[src/rtl/counter_sweep_pkg.sv]
// Shared types and default sizes for the counter sweep sequencer.
package counter_sweep_pkg;

  localparam int unsigned WIDTH_DEF   = 8;
  localparam int unsigned HOLD_W_DEF  = 4;
  localparam int unsigned SWEEP_W_DEF = 4;

  typedef enum logic [2:0] {
    ST_IDLE    = 3'd0,
    ST_SEEK    = 3'd1,
    ST_UP      = 3'd2,
    ST_HOLD_HI = 3'd3,
    ST_DOWN    = 3'd4,
    ST_HOLD_LO = 3'd5,
    ST_DONE    = 3'd6
  } state_e;

endpackage

[src/rtl/counter_sweep_ctrl_dwell_timer.sv]
// Endpoint dwell down-counter shared by both hold states.
module dwell_timer #(
  parameter int unsigned HOLD_W = 4
) (
  input  logic              clk,
  input  logic              rst,
  input  logic              load,
  input  logic [HOLD_W-1:0] load_val,
  input  logic              run,
  output logic              expired_c
);

  logic [HOLD_W-1:0] cnt_q, cnt_d;

  always_comb begin
    cnt_d = cnt_q;
    if (load) begin
      cnt_d = load_val;
    end else if (run && (cnt_q != '0)) begin
      cnt_d = cnt_q - HOLD_W'(1);
    end
  end

  always_ff @(posedge clk or negedge rst) begin
    if (!rst) begin
      cnt_q <= '0;
    end else begin
      cnt_q <= cnt_d;
    end
  end

  // Last dwell cycle is the one where the count reads 1.
  assign expired_c = (cnt_q <= HOLD_W'(1));

endmodule

[src/rtl/counter_sweep_ctrl.sv]
// Triangle-sweep sequencer closing the loop on an up/down counter's output.
module counter_sweep_ctrl
  import counter_sweep_pkg::*;
#(
  parameter int unsigned WIDTH   = WIDTH_DEF,
  parameter int unsigned HOLD_W  = HOLD_W_DEF,
  parameter int unsigned SWEEP_W = SWEEP_W_DEF
) (
  input  logic               clk,
  input  logic               rst,
  input  logic               start,
  input  logic               stop,
  input  logic [WIDTH-1:0]   lo,
  input  logic [WIDTH-1:0]   hi,
  input  logic [HOLD_W-1:0]  hold,
  input  logic [SWEEP_W-1:0] sweeps,
  input  logic [WIDTH-1:0]   counter_in,
  output logic               enable,
  output logic               direction,
  output logic               busy,
  output logic               done,
  output logic               err
);

  state_e             state_q, state_d;
  logic [WIDTH-1:0]   lo_q, lo_d;
  logic [WIDTH-1:0]   hi_q, hi_d;
  logic [HOLD_W-1:0]  hold_q, hold_d;
  logic [SWEEP_W-1:0] remaining_q, remaining_d;
  logic               err_q, err_d;
  logic               dir_q;
  logic               en_c, dir_c;
  logic               tmr_load_c, tmr_run_c, tmr_expired_c;

  dwell_timer #(.HOLD_W(HOLD_W)) u_dwell (
    .clk       (clk),
    .rst       (rst),
    .load      (tmr_load_c),
    .load_val  (hold_q),
    .run       (tmr_run_c),
    .expired_c (tmr_expired_c)
  );

  // Next-state, config latch and counter-control decode.
  always_comb begin
    state_d     = state_q;
    lo_d        = lo_q;
    hi_d        = hi_q;
    hold_d      = hold_q;
    remaining_d = remaining_q;
    err_d       = 1'b0;
    en_c        = 1'b0;
    dir_c       = dir_q;
    tmr_load_c  = 1'b0;
    tmr_run_c   = 1'b0;

    case (state_q)
      ST_IDLE: begin
        if (start && !stop) begin
          if ((lo < hi) && (sweeps != '0)) begin
            lo_d        = lo;
            hi_d        = hi;
            hold_d      = hold;
            remaining_d = sweeps;
            state_d     = ST_SEEK;
          end else begin
            err_d = 1'b1;
          end
        end
      end
      ST_SEEK: begin
        if (counter_in < lo_q) begin
          en_c  = 1'b1;
          dir_c = 1'b1;
        end else if (counter_in > lo_q) begin
          en_c  = 1'b1;
          dir_c = 1'b0;
        end else begin
          state_d = ST_UP;
        end
      end
      ST_UP: begin
        if (counter_in != hi_q) begin
          en_c  = 1'b1;
          dir_c = 1'b1;
        end else if (hold_q != '0) begin
          tmr_load_c = 1'b1;
          state_d    = ST_HOLD_HI;
        end else begin
          state_d = ST_DOWN;
        end
      end
      ST_HOLD_HI: begin
        tmr_run_c = 1'b1;
        if (tmr_expired_c) begin
          state_d = ST_DOWN;
        end
      end
      ST_DOWN: begin
        if (counter_in != lo_q) begin
          en_c  = 1'b1;
          dir_c = 1'b0;
        end else begin
          remaining_d = remaining_q - SWEEP_W'(1);
          if (remaining_q == SWEEP_W'(1)) begin
            state_d = ST_DONE;
          end else if (hold_q != '0) begin
            tmr_load_c = 1'b1;
            state_d    = ST_HOLD_LO;
          end else begin
            state_d = ST_UP;
          end
        end
      end
      ST_HOLD_LO: begin
        tmr_run_c = 1'b1;
        if (tmr_expired_c) begin
          state_d = ST_UP;
        end
      end
      ST_DONE: begin
        state_d = ST_IDLE;
      end
      default: begin
        state_d = ST_IDLE;
      end
    endcase

    // Abort wins over everything and kills the counter step this cycle.
    if (stop && (state_q != ST_IDLE)) begin
      en_c       = 1'b0;
      dir_c      = dir_q;
      tmr_load_c = 1'b0;
      state_d    = ST_IDLE;
    end
  end

  always_ff @(posedge clk or negedge rst) begin
    if (!rst) begin
      state_q     <= ST_IDLE;
      lo_q        <= '0;
      hi_q        <= '0;
      hold_q      <= '0;
      remaining_q <= '0;
      err_q       <= 1'b0;
      dir_q       <= 1'b0;
    end else begin
      state_q     <= state_d;
      lo_q        <= lo_d;
      hi_q        <= hi_d;
      hold_q      <= hold_d;
      remaining_q <= remaining_d;
      err_q       <= err_d;
      dir_q       <= dir_c;
    end
  end

  assign enable    = en_c;
  assign direction = dir_c;
  assign busy      = (state_q != ST_IDLE);
  assign done      = (state_q == ST_DONE);
  assign err       = err_q;

endmodule

[config.mk]
export PLATFORM = sky130hd
export DESIGN_NAME = counter_sweep_ctrl
export DESIGN_NICKNAME = d
export VERILOG_FILES = /design/src/rtl/counter_sweep_pkg.sv /design/src/rtl/counter_sweep_ctrl_dwell_timer.sv /design/src/rtl/counter_sweep_ctrl.sv
export SDC_FILE = /design/constraint.sdc
export NUM_CORES = 1
export LEC_CHECK = 0
export CORE_ASPECT_RATIO = 1.1
export CORE_MARGIN = 2
export CORE_UTILIZATION = 35
export CTS_BUF_LIST = sky130_fd_sc_hd__clkbuf_8 sky130_fd_sc_hd__clkbuf_16
export DETAILED_ROUTE_END_ITERATION = 12
export SETUP_SLACK_MARGIN = 0.2
export SLEW_MARGIN = 0
export SYNTH_ARGS = -nofsm -noshare
export SYNTH_HDL_FRONTEND = slang
export SYNTH_HIERARCHICAL = 1
export SYNTH_SLANG_ARGS = --single-unit
[constraint.sdc]
create_clock -name clk -period 2.1 [get_ports clk]
set_input_delay 0.21 -clock clk [delete_from_list [all_inputs] [get_ports clk]]
set_output_delay 0.21 -clock clk [all_outputs]
set_load 0.03 [all_outputs]
==> results of run 1 <==
timing repair:
item | CTS | global route
pin swaps | 18 | 14
endpoints found under the setup margin | 35 | 32
resized for setup | 63 | 22
setup buffers | 24 | 4
gates cloned | 2 | 0
hold endpoints to repair | 0 | 0
routing by layer:
metal  vias to the layer above  global-route usage  part of all wire
li1                       1064                   -                 -
met1                       982              0.2171              0.43
met2                        42              0.3125              0.52
met3                         7             0.02755             0.032
met4                         0             0.05239             0.016
met5                         -                   0                 0
kinds of logic (layout without fill, tap and decap cells):
group	after synthesis	count (layout)	share of synthesized area
AND/OR/NAND/NOR	67	67	0.1639
AO/OA/AOI/OAI	54	54	0.1700
buffers and inverters	36	150	0.07213
flip-flops	33	33	0.3607
adder cells (fa/ha/maj)	20	20	0.1093
multiplexers	15	15	0.08961
XOR/XNOR	9	9	0.03443
cell type report:
cell class | instances | share of cell area
Inverter | 26 | 0.02735
Tap cell | 80 | 0.02735
Timing Repair Buffer | 117 | 0.2879
Clock buffer | 6 | 0.02256
Sequential cell | 33 | 0.2256
Clock inverter | 1 | 0.001026
Multi-Input combinational cell | 165 | 0.4082
critical path, stage by stage (launching register included):
cell	delay [ps]
dfrtp_1	380
inv_2	60
ha_4	190
a21o_1	150
a21o_1	170
a221o_1	380
a211oi_2	230
a21oi_2	70
a211oi_4	140
buf_4	180
final timing paths:
kind / to / slack (ps) / cells after the start / start
max in group asynchronous: state_q[1]$_DFFE_PN0P_ / 1450 / 2 / rst
worst max-delay path: enable / -350 / 9 / lo_q[5]$_DFFE_PN0P_
worst min-delay path: hi_q[2]$_DFFE_PN0P_ / 190 / 3 / hi[2]
worst max register to register: u_dwell/cnt_q[0]$_DFFE_PN0P_ / -160 / 13 / lo_q[6]$_DFFE_PN0P_
worst min register to register: hi_q[4]$_DFFE_PN0P_ / 500 / 2 / hi_q[4]$_DFFE_PN0P_
min in group asynchronous: u_dwell/cnt_q[1]$_DFFE_PN0P_ / 330 / 2 / rst
power groups by stage:
stage,registers (mW),logic (mW),clock network [mW]
floorplan,1.10,1.19,0
global placement,1.14,1.71,0
detailed placement,1.14,1.74,0
CTS,1.14,1.98,0.492
global route,1.19,2.29,0.516
finish,1.14,2.09,0.485
sequential cells by signal, summed over array words and instances (netlist names):
register / cells
err: 1
dir_q: 1
u_dwell/cnt_q: 4
remaining_q: 4
lo_q: 8
state_q: 3
hi_q: 8
hold_q: 4
per-stage QoR:
step	utilization	hold WS [ps]
2_1_floorplan	-	-85.59
3_3_place_gp	0.4942	476.4
3_5_place_dp	0.4942	482.8
4_1_cts	0.5695	275.9
5_1_grt	0.5838	197.2
6_report	0.5838	190.5
placed cells by master (no fill, tap or decap), drive strengths merged, types with 6 or more instances in the layout:
| cell | n |
|---|---|
| ha | 20 |
| o21ai | 14 |
| clkbuf | 8 |
| nand2 | 17 |
| dlygate4sd2 | 15 |
| nand4 | 6 |
| a21oi | 11 |
| inv | 27 |
| mux2 | 14 |
| buf | 79 |
| nor3 | 6 |
| nor2 | 12 |
| clkdlybuf4s50 | 16 |
| dfrtp | 33 |
| xnor2 | 9 |
==> flow_metrics.env, run 1 <==
export IMPL_yosys_area_top_type="dfrtp_1"
export IMPL_setup_slack_ps=-352.1
export IMPL_syn_nets=290
export IMPL_finalPower_mw=3.716
export IMPL_ant_nets=0
export IMPL_synth_cell_type_count=52
export IMPL_final_cells=428
export IMPL_num_vias=2095
export IMPL_grt_pass1_vias=2107
export IMPL_skew_ps=5.793
export IMPL_synth_edff_count=0
export IMPL_fin_nets=404
export IMPL_grt_total_usage=0.1751
export IMPL_cts_sinks=33
export IMPL_p_leak_nw=1.761
export IMPL_wl_per_cell_um=13.42
export IMPL_required_ps=1890
export IMPL_grt_ovfl_total=0
export IMPL_grt_pass1_wl_mm=9.653
export IMPL_wl_mm=5.745
export IMPL_synth_top_area_frac=0.3607
export IMPL_clk_latency_ps=280
export IMPL_yosys_warnings=6
export IMPL_place_congestion=0.8194
export IMPL_clockRootBuffer="clkbuf_8"
export IMPL_irDropWorstVdd_mv=0.7257
export IMPL_crit_fanout=4
export IMPL_pre_cts_ws_ps=-412.8
export IMPL_vias_per_cell=4.895
export IMPL_end_kind="output port"
export IMPL_path_class="reg2out"
export IMPL_clkPwrFrac=0.131
export IMPL_setup_violations=10
export IMPL_switchingPower_mw=1.397
export IMPL_netlist_top_cells_count="dfrtp_1 (33), inv_1 (26), ha_1 (20)"
export IMPL_fp_row_count=30
export IMPL_cts_hold_buf=0
export IMPL_violations="setup timing"
export IMPL_drive_gt1_frac=0.4023
export IMPL_fin_tns_setup_ps=-1307
export IMPL_synthArstFlopShare=1.000
export IMPL_critPathLaunchType="register"
export IMPL_hold_path_class="in2reg"
export IMPL_drtPass1Iterations=4
export IMPL_slew_headroom=0.7121
export IMPL_max_freq_mhz=407.8
export IMPL_dp_cells=391
export IMPL_yosysMostFrequentCell="dfrtp_1"
export IMPL_synth_cell_area_sq_mm=0.002290
export IMPL_final_cell_area_sq_mm=0.003660
export IMPL_power_frac_seq=0.307
export IMPL_drt_initial_drc_count=135
export IMPL_dieWidth_um=81.12
export IMPL_grt_max_degree=34
export IMPL_nFillCells=523
export IMPL_synthCells=234
export IMPL_tightestPinTransition_ps=431.9
export IMPL_cts_tree="built"
export IMPL_cts_max_path_buffers=2
export IMPL_antenna_cells=0
export IMPL_antenna_found_initial=0
export IMPL_ys_seq_elements=33
export IMPL_final_max_slew_viol_count=0
export IMPL_multiInputGateArea_sq_mm=0.001494
export IMPL_clk_pin_slew_ps=60
export IMPL_ys_seq_area_frac=0.3607
export IMPL_ys_flop_type="dfrtp_1"
export IMPL_cp_arrival_ps=2240
export IMPL_maxCapViolations=0
export IMPL_rsz0062_at_grt="true"
export IMPL_io_pin_count=41
export IMPL_synth_area_leaders="dfrtp_1 (36%), ha_1 (11%), mux2_4 (6.6%)"
export IMPL_regArea_sq_um=825.8
export IMPL_p_comb_frac=0.562
export IMPL_die_y_um=88.83
export IMPL_port_buffers=40
export IMPL_hold_viol_final=0
export IMPL_postSynthAreaPerCell_sq_um=9.785
export IMPL_placed_cell_area_sq_mm=0.003098
export IMPL_internal_power_mw=2.319
export IMPL_powerDensity_mw_per_mm2=1015
export IMPL_fin_crit_ps=2452
export IMPL_status="complete, but fails checks"
export IMPL_fin_crit_sh=1.168
export IMPL_drc=0
export IMPL_syn_to_final_growth_pct=59.84
export IMPL_dieArea_sq_mm=0.007206
export IMPL_numCtsBuffers=5
export IMPL_p_sw_frac=0.3760
export IMPL_hpwlAfterDp_mm=4.048
export IMPL_htreeDepth=2
export IMPL_start_util=0.3653
export IMPL_fp_coreArea_sq_mm=0.006269
Note: power is estimated with default switching activity, not from simulation.
==> inputs of run 2 (changes only) <==
--- a/config.mk
+++ b/config.mk
@@ -5,6 +5,7 @@
 export SDC_FILE = /design/constraint.sdc
 export NUM_CORES = 1
 export LEC_CHECK = 0
+export ABC_AREA = 1
 export CORE_ASPECT_RATIO = 1.1
 export CORE_MARGIN = 2
 export CORE_UTILIZATION = 35
==> run 2 against run 1 <==
Effect of this change: the run now ends clean; cell count increased by 9.8%; hold slack improved by 15 ps; critical path depth fell by 1; total power is 21% higher; synthesized cell count grew 32%; first-iteration DRC count down 32%; clock skew rose by 4.9 ps; die area is 3.8% higher; area after synthesis up 4.0%; sequential share of layout area grew 0.60 points; via count is 2.7% higher; largest power group unchanged.
==> flow_metrics.env, run 2 <==
export IMPL_status="completed"
export IMPL_clk_pin_slew_ps=70
export IMPL_skew_ps=10.73
export IMPL_r2r_end="u_dwell/cnt_q[3]$_DFFE_PN0P_"
export IMPL_antenna_found_initial=0
export IMPL_final_max_slew_viol_count=0
export IMPL_synth_cell_area_sq_mm=0.002381
export IMPL_ant_nets=0
export IMPL_wl_per_cell_um=11.93
export IMPL_dieArea_sq_mm=0.007479
export IMPL_postSynthAreaPerCell_sq_um=7.706
export IMPL_numCtsBuffers=5
export IMPL_hold_viol_final=0
export IMPL_drt_initial_drc_count=92
export IMPL_final_cell_area_sq_mm=0.003576
export IMPL_clk_latency_ps=280
export IMPL_fp_row_count=31
export IMPL_fin_crit_ps=1979
export IMPL_internal_power_mw=2.584
export IMPL_vias_per_cell=4.577
export IMPL_cts_tree="built"
export IMPL_grt_total_usage=0.1473
export IMPL_fp_coreArea_sq_mm=0.006594
export IMPL_synthArstFlopShare=1.000
export IMPL_grt_pass1_vias=2045
export IMPL_p_leak_nw=1.780
export IMPL_slowest_delay_ps=460
export IMPL_ys_flop_type="dfrtp_1"
export IMPL_hold_path_class="in2reg"
export IMPL_path_class="reg2out"
export IMPL_holdCritStartpoint="hi[1]"
export IMPL_io_pin_count=41
export IMPL_timing_rr_start="state_q[2]$_DFFE_PN0P_"
export IMPL_reg_top3="hi_q x8, lo_q x8"
export IMPL_critPathLaunchType="register"
export IMPL_worst_path_most_repeated_cell="nand2_4"
export IMPL_nFillCells=617
export IMPL_power_frac_seq=0.255
export IMPL_multiInputGateArea_sq_mm=0.001556
export IMPL_drtPass1Iterations=4
export IMPL_final_common_cell="nand2_1"
export IMPL_synthCells=309
export IMPL_tightestPinTransition_ps=443.0
export IMPL_crit_chain="nor2_4 -> nand2_4 -> nand2_4 -> inv_4 -> o21ai_4 -> nor2_2 -> a41oi_2 -> buf_6"
export IMPL_final_util=0.5423
export IMPL_cts_sinks=33
export IMPL_grt_ovfl_total=0
export IMPL_critPathLaunch="state_q[1]$_DFFE_PN0P_"
export IMPL_wl_mm=5.606
export IMPL_r2r_cells=13
export IMPL_synth_cell_type_count=33
export IMPL_grt_pass1_wl_mm=8.756
export IMPL_powerDensity_mw_per_mm2=1260
export IMPL_crit_path_end="direction"
export IMPL_yosys_warnings=6
export IMPL_htreeDepth=2
export IMPL_ys_seq_elements=33
export IMPL_fin_nets=443
export IMPL_hold_slack_ps=205.2
export IMPL_fin_crit_sh=0.9426
export IMPL_synth_edff_count=0
export IMPL_die_y_um=90.51
export IMPL_clkPwrFrac=0.136
export IMPL_cp_num_cells=8
export IMPL_grt_max_degree=34
export IMPL_cts_max_path_buffers=2
export IMPL_crit_buf_inv=2
export IMPL_cp_arrival_ps=1770
export IMPL_drc=0
export IMPL_maxCapViolations=0
export IMPL_irDropWorstVdd_mv=0.9571
export IMPL_yosysMostFrequentCell="nand2_1"
export IMPL_hpwlAfterDp_mm=3.905
export IMPL_rsz0062_at_grt="true"
export IMPL_ys_seq_area_frac=0.3468
export IMPL_num_vias=2151
export IMPL_antenna_cells=0
export IMPL_required_ps=1890
export IMPL_drive_gt1_frac=0.3660
export IMPL_crit_family="flip-flops"
export IMPL_crit_fanout=4
export IMPL_layout_common_cells="nand2_1 (66), dfrtp_1 (31), inv_1 (29), buf_4 (28), clkdlybuf4s50_1 (25)"
export IMPL_synth_top_area_frac=0.3468
export IMPL_syn_to_final_growth_pct=50.18
export IMPL_port_buffers=40
export IMPL_placed_cell_area_sq_mm=0.002972
export IMPL_slew_headroom=0.7047
export IMPL_r2r_slack_ps=220
export IMPL_netlist_top_cells_count="nand2_1 (80), inv_1 (40), dfrtp_1 (33)"
export IMPL_regArea_sq_um=828.3
export IMPL_setup_violations=0
export IMPL_place_congestion=0.7783
export IMPL_max_freq_mhz=505.2
export IMPL_end_kind="output port"
export IMPL_yosys_area_top_type="dfrtp_1"
export IMPL_fin_tns_setup_ps=0
export IMPL_finalPower_mw=4.507
export IMPL_clockRootBuffer="clkbuf_8"
export IMPL_syn_nets=365
export IMPL_dieWidth_um=82.64
export IMPL_p_sw_frac=0.4267
export IMPL_synth_area_leaders="dfrtp_1 (35%), nand2_1 (13%), ha_1 (11%)"
export IMPL_p_comb_frac=0.610
export IMPL_start_util=0.3611
export IMPL_switchingPower_mw=1.923
export IMPL_crit_slowest_cell="dfrtp_2"
[run 2: logic make-up (layout without fill, tap and decap cells)]
logic type	count (synthesis)	in the layout	share of synthesized area
DFF	33	33	0.3468
adders and majority gates	20	20	0.1051
AOI/OAI and AO/OA	51	51	0.1335
and+or+nand+nor	140	140	0.2748
buffers and inverters	55	134	0.1030
xor gates and xnor gates	10	10	0.03679
[run 2: final cells by class]
type / instances / area share
inverter: 50 / 0.05598
clock buffer: 6 / 0.02309
tap: 82 / 0.02869
clock inverter: 2 / 0.009447
sequential: 33 / 0.2316
timing repair buffer: 76 / 0.2159
multi-input combinational: 221 / 0.4353
[run 2: how the worst min path moves through the flow]
| stage | slack [ps] | cells past startpoint | endpoint |
|---|---|---|---|
| 2_1_floorplan | -90 | 0 | dir_q$_DFF_PN0_ |
| 3_3_place_gp | 480 | 2 | lo_q[0]$_DFFE_PN0P_ |
| 3_5_place_dp | 500 | 2 | lo_q[4]$_DFFE_PN0P_ |
| 4_1_cts | 350 | 2 | remaining_q[0]$_DFFE_PN0P_ |
| 5_1_grt | 210 | 3 | hi_q[1]$_DFFE_PN0P_ |
| 6_report | 210 | 3 | hi_q[1]$_DFFE_PN0P_ |
[run 2: timing repair]
action,4_1_cts,5_1_grt
hold buffers,0,0
gates resized for setup,30,55
buffers inserted,8,10
cloned,0,3
pin swaps,11,25
endpoints found under the setup margin,4,30
endpoints found under the hold margin,0,0
[run 2: worst reg2reg max path: cells and delay by family, from the launching register on]
| kind | cells | cell delay, ps |
|---|---|---|
| buf+inv | 5 | 610 |
| compound gates | 1 | 160 |
| flops | 1 | 430 |
| simple gates | 7 | 550 |
[run 2: metal layers]
layer  track usage  vias up  part of all wire
li1              -     1130                 -
met1        0.1919      982              0.44
met2        0.2426       29              0.51
met3       0.03000       10             0.028
met4       0.04372        0             0.018
met5             0        -                 0
[run 2: stage by stage]
stage                     instances  setup slack (ps)
final                           470             120.6
after global routing            470             16.77
after CTS                       457             136.4
after detailed placement        441            -105.0
after global placement          441            -47.71
after floorplan                 309             221.6
[run 2: power by group through the flow]
stage	sequential [mW]	clock, mW	combinational [mW]
final	1.15	0.612	2.75
after floorplan	1.10	0	1.55
after global routing	1.18	0.650	3.05
after global placement	1.14	0	2.01
after CTS	1.12	0.625	2.38
after detailed placement	1.14	0	2.05
